[src/rtl/cortez_network_top.sv]
// Wishbone-pipelined register pool and sequential single-MAC inference engine for a
// small Q2.5 MLP classifier, with argmax LEDs and a scanned seven-segment debug display.
module cortez_network_top #(
    parameter int          DATA_WIDTH      = 8,
    parameter int          FRAC_BITS       = 5,
    parameter int          NUM_INPUTS      = 9,
    parameter int          NUM_HL_NODES    = 4,
    parameter int          NUM_OL_NODES    = 3,
    parameter logic [31:0] BASE_ADDR       = 32'h3000_0000,
    parameter int          SS_REFRESH_BITS = 16
) (
    input  logic                    CLK,
    input  logic                    RSTN,
    input  logic                    CYC,
    input  logic                    STB,
    input  logic                    WE,
    input  logic [31:0]             ADDR,
    input  logic [DATA_WIDTH-1:0]   WDATA,
    input  logic [DATA_WIDTH/8-1:0] SEL,
    output logic                    STALL,
    output logic                    ACK,
    output logic [DATA_WIDTH-1:0]   RDATA,
    output logic                    ERR,
    output logic [3:0]              SS_ANODES,
    output logic [7:0]              SS_SEGMENTS,
    output logic [7:0]              LEDS
);
    localparam int DW       = DATA_WIDTH;
    localparam int AW       = 7;
    localparam int I_CTRL   = 0;
    localparam int I_STATUS = 1;
    localparam int I_DBUG   = 2;
    localparam int I_GRID   = 6;
    localparam int I_GAP    = I_GRID + NUM_INPUTS;
    localparam int I_HLW    = 16;
    localparam int I_HLB    = I_HLW + NUM_INPUTS * NUM_HL_NODES;
    localparam int I_OLW    = I_HLB + NUM_HL_NODES;
    localparam int I_OLB    = I_OLW + NUM_OL_NODES * NUM_HL_NODES;
    localparam int I_RES    = I_OLB + NUM_OL_NODES;
    localparam int I_END    = I_RES + NUM_OL_NODES;
    localparam logic signed [2*DW:0] SMAX = (2*DW+1)'((1 << (DW - 1)) - 1);
    localparam logic signed [2*DW:0] SMIN = -SMAX - 1;

    typedef enum logic [2:0] {S_IDLE, S_HL_MAC, S_HL_FIN, S_OL_MAC, S_OL_FIN} state_t;

    state_t                  state_q;
    logic [2:0]              node_q;
    logic [3:0]              idx_q;
    logic signed [2*DW-1:0]  acc_q;
    logic                    busy_q, done_q;
    logic [DW-1:0]           regs_q   [0:I_END-1];
    logic [DW-1:0]           hidden_q [0:NUM_HL_NODES-1];
    logic [DW-1:0]           res_q    [0:NUM_OL_NODES-1];
    logic                    ack_q, err_q;
    logic [DW-1:0]           rdata_q;
    logic [SS_REFRESH_BITS-1:0] cnt_q;
    logic [3:0]              anodes_q;
    logic [7:0]              segs_q;

    logic [9:0]    off;
    logic [AW-1:0] off7;
    logic          req, hit, reg_we, start, writable;
    logic [DW-1:0] rd_val;
    logic          unused_addr;

    assign off         = ADDR[11:2];
    assign off7        = off[AW-1:0];
    assign unused_addr = ^ADDR[1:0];
    assign req         = CYC & STB;
    assign hit = (ADDR[31:12] == BASE_ADDR[31:12]) && (int'(off) < I_END)
                 && !((int'(off) >= I_GAP) && (int'(off) < I_HLW));
    // Model parameters are frozen while the engine runs; scratch registers never are.
    assign writable = ((int'(off) >= I_DBUG) && (int'(off) < I_GRID))
                      || (!busy_q && (int'(off) >= I_GRID) && (int'(off) < I_RES));
    assign reg_we = req & hit & WE & SEL[0] & writable;
    assign start  = req & hit & WE & SEL[0] & (int'(off) == I_CTRL) & WDATA[1];

    always_comb begin
        rd_val = regs_q[off7];
        if (int'(off) == I_STATUS) rd_val = {{(DW-2){1'b0}}, done_q, busy_q};
        for (int k = 0; k < NUM_OL_NODES; k++)
            if (int'(off) == I_RES + k) rd_val = res_q[k];
    end

    always_ff @(posedge CLK or negedge RSTN) begin
        if (!RSTN) begin
            for (int i = 0; i < I_END; i++) regs_q[i] <= '0;
            ack_q   <= 1'b0;
            err_q   <= 1'b0;
            rdata_q <= '0;
        end else begin
            if (reg_we) regs_q[off7] <= WDATA;
            ack_q   <= req & hit;
            err_q   <= req & ~hit;
            rdata_q <= (req & hit) ? rd_val : '0;
        end
    end

    // MAC operand and bias selection for the current engine step.
    logic [DW-1:0]          mac_w, mac_x, bias;
    logic signed [2*DW-1:0] prod, acc_sum;
    logic signed [2*DW:0]   fin_sum;
    logic [DW-1:0]          sat;

    always_comb begin
        mac_w = '0;
        mac_x = '0;
        bias  = '0;
        case (state_q)
            S_HL_MAC: begin
                mac_w = regs_q[AW'(I_HLW + int'(node_q) * NUM_INPUTS + int'(idx_q))];
                mac_x = regs_q[AW'(I_GRID + int'(idx_q))];
            end
            S_OL_MAC: begin
                mac_w = regs_q[AW'(I_OLW + int'(node_q) * NUM_HL_NODES + int'(idx_q))];
                mac_x = hidden_q[idx_q];
            end
            S_HL_FIN: bias = regs_q[AW'(I_HLB + int'(node_q))];
            S_OL_FIN: bias = regs_q[AW'(I_OLB + int'(node_q))];
            default: ;
        endcase
    end

    assign prod    = $signed(mac_w) * $signed(mac_x);
    assign acc_sum = acc_q + (prod >>> FRAC_BITS);
    assign fin_sum = {acc_q[2*DW-1], acc_q} + {{(DW+1){bias[DW-1]}}, bias};

    always_comb begin
        if (fin_sum > SMAX)      sat = {1'b0, {(DW-1){1'b1}}};
        else if (fin_sum < SMIN) sat = {1'b1, {(DW-1){1'b0}}};
        else                     sat = fin_sum[DW-1:0];
    end

    always_ff @(posedge CLK or negedge RSTN) begin
        if (!RSTN) begin
            state_q <= S_IDLE;
            node_q  <= '0;
            idx_q   <= '0;
            acc_q   <= '0;
            busy_q  <= 1'b0;
            done_q  <= 1'b0;
            for (int n = 0; n < NUM_HL_NODES; n++) hidden_q[n] <= '0;
            for (int k = 0; k < NUM_OL_NODES; k++) res_q[k] <= '0;
        end else begin
            case (state_q)
                S_IDLE: if (start) begin
                    state_q <= S_HL_MAC;
                    node_q  <= '0;
                    idx_q   <= '0;
                    acc_q   <= '0;
                    busy_q  <= 1'b1;
                    done_q  <= 1'b0;
                end
                S_HL_MAC: begin
                    acc_q <= acc_sum;
                    idx_q <= (int'(idx_q) == NUM_INPUTS - 1) ? '0 : idx_q + 4'd1;
                    if (int'(idx_q) == NUM_INPUTS - 1) state_q <= S_HL_FIN;
                end
                S_HL_FIN: begin
                    hidden_q[node_q] <= sat[DW-1] ? '0 : sat;
                    acc_q   <= '0;
                    node_q  <= (int'(node_q) == NUM_HL_NODES - 1) ? '0 : node_q + 3'd1;
                    state_q <= (int'(node_q) == NUM_HL_NODES - 1) ? S_OL_MAC : S_HL_MAC;
                end
                S_OL_MAC: begin
                    acc_q <= acc_sum;
                    idx_q <= (int'(idx_q) == NUM_HL_NODES - 1) ? '0 : idx_q + 4'd1;
                    if (int'(idx_q) == NUM_HL_NODES - 1) state_q <= S_OL_FIN;
                end
                S_OL_FIN: begin
                    res_q[node_q] <= sat;
                    acc_q  <= '0;
                    node_q <= node_q + 3'd1;
                    if (int'(node_q) == NUM_OL_NODES - 1) begin
                        state_q <= S_IDLE;
                        busy_q  <= 1'b0;
                        done_q  <= 1'b1;
                    end else begin
                        state_q <= S_OL_MAC;
                    end
                end
                default: state_q <= S_IDLE;
            endcase
        end
    end

    // Signed argmax; strict compare keeps the lowest index on ties.
    logic [2:0] best;
    always_comb begin
        best = '0;
        for (int k = 1; k < NUM_OL_NODES; k++)
            if ($signed(res_q[k]) > $signed(res_q[best])) best = 3'(k);
        LEDS = '0;
        if (done_q) LEDS[best] = 1'b1;
        LEDS[6] = busy_q;
        LEDS[7] = done_q;
    end

    function automatic logic [6:0] hex7(input logic [3:0] n);
        case (n)
            4'h0: hex7 = 7'h3F; 4'h1: hex7 = 7'h06; 4'h2: hex7 = 7'h5B; 4'h3: hex7 = 7'h4F;
            4'h4: hex7 = 7'h66; 4'h5: hex7 = 7'h6D; 4'h6: hex7 = 7'h7D; 4'h7: hex7 = 7'h07;
            4'h8: hex7 = 7'h7F; 4'h9: hex7 = 7'h6F; 4'hA: hex7 = 7'h77; 4'hB: hex7 = 7'h7C;
            4'hC: hex7 = 7'h39; 4'hD: hex7 = 7'h5E; 4'hE: hex7 = 7'h79; default: hex7 = 7'h71;
        endcase
    endfunction

    logic [1:0]  digit;
    logic [15:0] disp;
    logic [3:0]  nibble;
    assign digit  = cnt_q[SS_REFRESH_BITS-1 -: 2];
    assign disp   = {regs_q[I_DBUG+1], regs_q[I_DBUG]};
    assign nibble = disp[{digit, 2'b00} +: 4];

    always_ff @(posedge CLK or negedge RSTN) begin
        if (!RSTN) begin
            cnt_q    <= '0;
            anodes_q <= 4'hF;
            segs_q   <= 8'hFF;
        end else begin
            cnt_q    <= cnt_q + 1'b1;
            anodes_q <= ~(4'b0001 << digit);
            segs_q   <= ~{1'b0, hex7(nibble)};
        end
    end

    assign STALL       = 1'b0;
    assign ACK         = ack_q;
    assign ERR         = err_q;
    assign RDATA       = rdata_q;
    assign SS_ANODES   = anodes_q;
    assign SS_SEGMENTS = segs_q;
endmodule

[config.mk]
export PLATFORM = sky130hd
export DESIGN_NAME = cortez_network_top
export DESIGN_NICKNAME = d
export VERILOG_FILES = /design/src/rtl/cortez_network_top.sv
export SDC_FILE = /design/constraint.sdc
export NUM_CORES = 2
export LEC_CHECK = 0
export CORE_AREA = 4 4 338 340
export DETAILED_ROUTE_END_ITERATION = 7
export DIE_AREA = 0 0 342 344
export HOLD_SLACK_MARGIN = 0.05
export PLACE_DENSITY_LB_ADDON = 0.15
export SLEW_MARGIN = 20
export SYNTH_ARGS = -nofsm -noshare
export SYNTH_HDL_FRONTEND = slang
export SYNTH_SLANG_ARGS = --single-unit
[constraint.sdc]
create_clock -name CLK -period 29.9 [get_ports CLK]
set_input_delay 5.98 -clock CLK [delete_from_list [all_inputs] [get_ports CLK]]
set_output_delay 5.98 -clock CLK [all_outputs]
set_load 0.005 [all_outputs]
# [Yosys cells after proc, flatten, opt, wreduce, memory -nomap -nowiden]
# Memories as Yosys holds them, arrays and structs flattened.
# Cells that the tools add are included.
[classes] mul=2 n_reduce_logical=25 n_bitwise=20 muxes=68 n_eq_ne=17 add_sub_neg=12 n_lt_le_gt_ge=24 n_shift=2
[ops] cell="$bwmux W592" count=1
[ops] cell="$bmux W8 S7" count=6
[ops] cell="$mux W8" count=25
[ops] cell="$demux W8 S7" count=1
[ops] cell="$pmux W16 S3" count=1
[ops] cell="$pmux W8 S2" count=3
[ops] cell="$ge A7 B8 Y1 const B" count=5
[ops] cell="$bmux W8 S2" count=2
[ops] cell="$bwmux W32" count=1
[ops] cell="$eq A10 B8 Y1 const B" count=3
[ops] cell="$not A7 Y7" count=4
[ops] cell="$bwmux W24" count=1
[ops] cell="$eq A20 B18 Y1 const B" count=1
[ops] cell="$lt A10 B7 Y1 const B" count=2
[ops] cell="$mux W3" count=6
[ops] cell="$add A16 B8 Y17" count=1
[ops] cell="$gt A17 B8 Y1 const B" count=1
[ops] cell="$lt A17 B8 Y1 const B" count=1
[ops] cell="$add A16 B1 Y16 const B" count=1
[ops] cell="$add A16 B11 Y16" count=1
[ops] cell="$demux W8 S2" count=1
[ops] cell="$gt A8 B8 Y1" count=2
[ops] cell="$mul A8 B8 Y16" count=1
[ops] cell="$mux W16" count=1
[ops] cell="57 further kinds" count=98
[totals] rom_bits=112 ff_bits=714 n_memories=1 elab_cells=264 inputBits=46 output_inout_bits=31
[memory_table] memory="(no name shown)" words=16 word_bits=7 read_ports=1 rd_ports_with_merged_regs=0 write_ports=0 line="200" source="case (n)"

# [Depth between registers and ports, before layout]
[depth] depth_word=13 ltp_mapped=45

# [Worst setup path after synthesis]
# Ideal clock, no wire load.
[synth_path] path_kind="reg2out" startpoint="reg res_q[9] in the netlist's numbering" endpoint="out LEDS[1]" path_slack_ns=19.834 arrival_time_ns=4.086 stages_incl_launch_ff=22 path_buffers=1 cell_sequence="dfrtp_1 ha_1 nor2b_1 o21a_1 o21a_1 o21a_1 o21ai_0 nand2b_1 a211oi_1 o22a_1 clkbuf_1 mux2i_1 ha_1 nor2b_1 o21a_1 o21a_1 o21a_1 o21ai_0 nand2b_1 a211oi_1 o22a_1 nor3b_1"
[synth_between] elab_chain_len=13 elab_cells_between_ends=14 cone_classes="order compare: 4; mux: 8; bitwise: 1; reduce/logical: 1"
[synth_rtl] item="from (decl)" line="53" source="logic [DW-1:0] res_q [0:NUM_OL_NODES-1];"
[synth_rtl] item="from (signal, indexed assignment)" line="171" source="res_q[node_q] <= sat;"
[synth_rtl] item="$gt A8 B8 Y1" line="192" source="if ($signed(res_q[k]) > $signed(res_q[best])) best = 3'(k);"
[synth_rtl] item="$mux W1" line="192"
[synth_rtl] item="$not A3 Y4 (implied by the code)" line="192"
[synth_rtl] item="$bmux W8 S2" line="192"
[synth_rtl] item="$mux W8 (implied by the code) (2 in a row)" line="192"
[synth_rtl] item="$gt A8 B8 Y1" line="192"
[synth_rtl] item="$mux W3 (*)" line="192"
[synth_rtl] item="$lt A3 B4 Y1 (implied by the code) or $ge A3 B1 Y1 (tied branches)" line="194" source="if (done_q) LEDS[best] = 1'b1;"
[synth_rtl] item="$logic_and A1 B1 Y1 (implied by the code)" line="194"
[synth_rtl] item="$mux W1 (implied by the code)" line="194"
[synth_rtl] item="$demux W1 S3 (*)" line="194"
[synth_rtl] item="$mux W6 (*)" line="194"
[synth_rtl] item="to (decl)" line="26" source="output logic [7:0] LEDS"
# Every way passes the cells marked *; elsewhere a longest branch is shown, timed or not. The select of a mux whose other input is x is not followed.

# [Worst setup path in the final report]
[layout_path] startpoint="reg idx_q[1]" endpoint="reg acc_q[15]"
[layout_between] elab_chain_len=9 elab_cells_between_ends=24 cone_classes="add/sub: 4; mul: 1; mux: 15; bitwise: 4"
[layout_rtl] item="from (decl)" line="48" source="logic [3:0] idx_q;"
[layout_rtl] item="from (signal assigned)" line="156" source="idx_q <= (int'(idx_q) == NUM_INPUTS - 1) ? '0 : idx_q + 4'd1;"
[layout_rtl] item="from (signal assigned)" line="167" source="idx_q <= (int'(idx_q) == NUM_HL_NODES - 1) ? '0 : idx_q + 4'd1;"
[layout_rtl] item="$add A7 B4 Y7, or another cell as far along" line="115" source="mac_w = regs_q[AW'(I_OLW + int'(node_q) * NUM_HL_NODES + int'(idx_q))];"
[layout_rtl] item="$not A7 Y7 (implied by the code), or another cell as far along" line="115"
[layout_rtl] item="$bmux W8 S7, on equally long branches" line="115, 111, 112"
[layout_rtl] item="$mux W8, on equally long branches (2 in a row)" line="115, 111, 112"
[layout_rtl] item="$pmux W8 S2" line="109" source="case (state_q)"
[layout_rtl] item="$mul A8 B8 Y16 (*)" line="124" source="assign prod = $signed(mac_w) * $signed(mac_x);"
[layout_rtl] item="$add A16 B11 Y16 (*)" line="125" source="assign acc_sum = acc_q + (prod >>> FRAC_BITS);"
[layout_rtl] item="$pmux W16 S3 (*)" line="145" source="case (state_q)"
[layout_rtl] item="to (signal assigned)" line="155" source="acc_q <= acc_sum;"
[layout_rtl] item="to (signal assigned)" line="166" source="acc_q <= acc_sum;"
[layout_rtl] item="to (decl)" line="49" source="logic signed [2*DW-1:0] acc_q;"
# Marks and branches as above.
# A chain may end at the register's enable or synchronous reset.

==> summary.md <==
| Metric | Value |
|---|---|
| Worst setup EP type | `register` |
| DIE HEIGHT | `344 µm` |
| Register bit total from synthesis | `709` |
| TritonCTS clock tree | `built` |
| Synth cell count leaders | `698 x dfrtp_1, 579 x mux2_2, 576 x mux4_2` |
| Worst hold path class | `register to register` |
| Vias post-DR | `34,800` |
| Post-Layout Cell Count | `5,241` |
| Final Cell Area | `0.0545 mm²` |
| Top delay family on crit path | `adder cells` |
| Clk_lat worst skew | `670 ps` |
| Core Region | `0.112 mm²` |
| WL/cell | `31.4 µm` |
| Max Root-Sink Buffers | `3` |
| Top-Level Pins | `77` |
| Design Power | `2.15 mW` |
| Largest net degree at the start of global routing | `90` |
| Initial antenna violation count | `3` |
| Antenna Violating Nets Remaining | `0` |
| Switching power total | `0.507 mW` |
| CP max-delay cell | `a311oi_2` |
| Number of port buffers | `69` |
| Final routed DRC violation total | `0` |
| Global route total overflow | `0` |
| Syn Inst Count | `3,750` |
| Cell taking the most area after synthesis | `dfrtp_1` |
| Primary FF master, synth | `dfrtp_1` |
| YS warnings | `0` |
| Aggregate global-route resource usage | `0.279` |
| Yosys cell types | `79` |
| HPWL after detailed placement | `107,000 µm` |
| Sw Ratio | `0.235` |
| Slew Limit Headroom | `0.165` |
| CTS buffer count | `84` |
| DRT Pass-1 Iters | `7` |
| Flop pwr share | `0.446` |
| # nets final | `3,884` |
| Synthesized area per cell | `13.2 µm²` |
| Layout area overhead | `9.82%` |
| Pwr dens | `39.5 mW/mm²` |
| Max FO, Critical Path | `46` |
| Crit path time final | `12,210 ps` |
| Routed wire length | `164,000 µm` |
| Fin util | `0.488` |
| LEAKAGE | `23.9 nW` |
| Routability cong. | `0.877` |
| EDFF count, synth | `0` |
| CP required | `30,430 ps` |
| Maxcap violations | `0` |
| Final setup fails | `0` |
| Post-Place Setup Slack | `17,750 ps` |
| Max IR drop VDD | `0.0394 mV` |
| CP arrival | `12,740 ps` |
| Clock Power Share | `0.518` |
| Initial DRC Count | `3,690` |
| Die X | `342 µm` |
| Post-CTS Resized | `0` |
| Most frequent cell after synthesis | `dfrtp_1` |
| Outcome | `completed` |
| Worst setup margin | `17,690 ps` |
| Share of synthesized registers carrying an async set or reset | `1.00` |
| Int Pwr | `1.64 mW` |
| Fin Setup TNS | `0 ps` |
| RSZ-0062 raised after global routing | `no` |
| Root Driver | `clkbuf_16` |
| Cell row count | `123` |
| Clock slew seen by the registers of the worst setup and hold paths | `60 ps` |
| CTS HTree Levels | `3` |
| Placed inst area | `0.0515 mm²` |
| Area contributors post-synth | `dfrtp_1 35%, mux4_2 26%, mux2_2 13%` |
| Top-area cell type share of the netlist area | `0.352` |
| Placed cell count | `5,087` |
| CP peak stage delay | `960 ps` |
| Final-report hold violation count | `0` |
| First-pass GRT wire length | `241,000 µm` |
| Via-per-instance ratio | `6.63` |
| Slew @ Worst Pin | `1250 ps` |
| Nature of the critical path startpoint | `register` |
| Die ar. | `0.118 mm²` |
| Starting Density | `0.445` |
| Post-CTS Setup Bufs | `0` |
| Sequential-to-total area share from yosys stat | `0.358` |
| Clk sinks | `709` |
| Share of cells above drive strength 1 | `0.393` |
| # hold bufs at CTS | `0` |
| Comb power frac | `0.036` |
| Synthesized area | `0.0496 mm²` |
| Layout fillers | `9,751` |
| F_max | `0.0819 GHz` |
| Slew Limit Fails | `0` |
| N_diodes | `0` |
| Crit path buf inv count | `6` |
| Vias in the first global route | `34,000` |
| CP Class | `register to register` |
| Clock Skews | `26.1 ps` |
| Final worst-path cycle share | `0.408` |
| Hold slack | `420 ps` |
-- final cells by class --
cell class	count	area, µm²	area share
multi-input combinational	2585	30000	0.550
sequential	709	17800	0.326
clock inverter	47	603	0.0111
tap	1500	1880	0.0345
clock buffer	107	2340	0.0430
inverter	117	440	0.00808
timing repair buffer	176	1490	0.0274
-- power groups by stage --
stage                     Combinational (mW)  Clock, mW  Sequential [mW]
after detailed placement              0.0777          0            0.977
after floorplan                       0.0330          0            0.977
after global routing                  0.0830       1.17            0.959
after CTS                             0.0778       1.13            0.960
after global placement                0.0773          0            0.977
final                                 0.0770       1.11            0.960
-- cells by family (layout without fill, tap and decap cells) --
kind of cell,count (synthesis),count (layout),synth area share
simple gates,599,599,0.0558
buf+inv,459,447,0.0408
xor+xnor,61,61,0.0108
flops,709,709,0.358
mux,1304,1304,0.426
other cells,2,5,0.000151
fa+ha+maj,165,165,0.0505
compound gates,451,451,0.0584
-- state kept, by name, indices dropped and copies added, names as in the netlist --
signal	cells
SS_ANODES	4
state_q	3
disp	16
ERR	1
done_q	1
regs_q	576
SS_SEGMENTS	7
acc_q	16
cnt_q	16
hidden_q	28
busy_q	1
RDATA	8
node_q	3
ACK	1
res_q	24
idx_q	4
-- placed cells by master, fill, tap and decap left out, types with 57 or more instances in the layout --
cell / synthesis / layout
dfrtp_1: 698 / 695
o21ai_0: 110 / 110
nor2_1: 203 / 200
nand2_1: 167 / 167
clkbuf_16: 0 / 86
inv_1: 114 / 113
fa_1: 59 / 57
mux4_2: 576 / 576
mux2_2: 579 / 579
mux2i_1: 141 / 141
ha_1: 106 / 103
a21oi_1: 106 / 106
buf_4: 35 / 104
-- worst register-to-register path: cells and delay by family (launching register included) --
family                   cells  cell delay, ps
buffers and inverters        6            1660
AND/OR/NAND/NOR              6             750
multiplexers                 2            1100
AO/OA/AOI/OAI               10            2940
XOR/XNOR                     2             910
adder cells (fa/ha/maj)      8            3850
flip-flops                   1             880
-- layer usage --
metal	track usage	vias to the layer above	wire length, µm
met4	0.0995	4	6320
met5	0	-	24
met2	0.431	1656	75400
met3	0.0611	283	14500
met1	0.392	18400	68200
li1	-	14400	-
-- final timing paths --
| check | start | endpoint | slack (ps) | depth (start not counted) |
|---|---|---|---|---|
| setup / recovery | idx_q[1] | acc_q[15] | 17690 | 34 |
| hold / removal | regs_q[469] | regs_q[469] | 420 | 0 |
| setup reg to reg | idx_q[1] | acc_q[15] | 17690 | 34 |
| hold reg to reg | regs_q[469] | regs_q[469] | 420 | 0 |
| max in group asynchronous | RSTN | regs_q[10] | 21560 | 4 |
| min in group asynchronous | RSTN | cnt_q[2] | 5300 | 1 |
(Power assumes the default switching activity.)
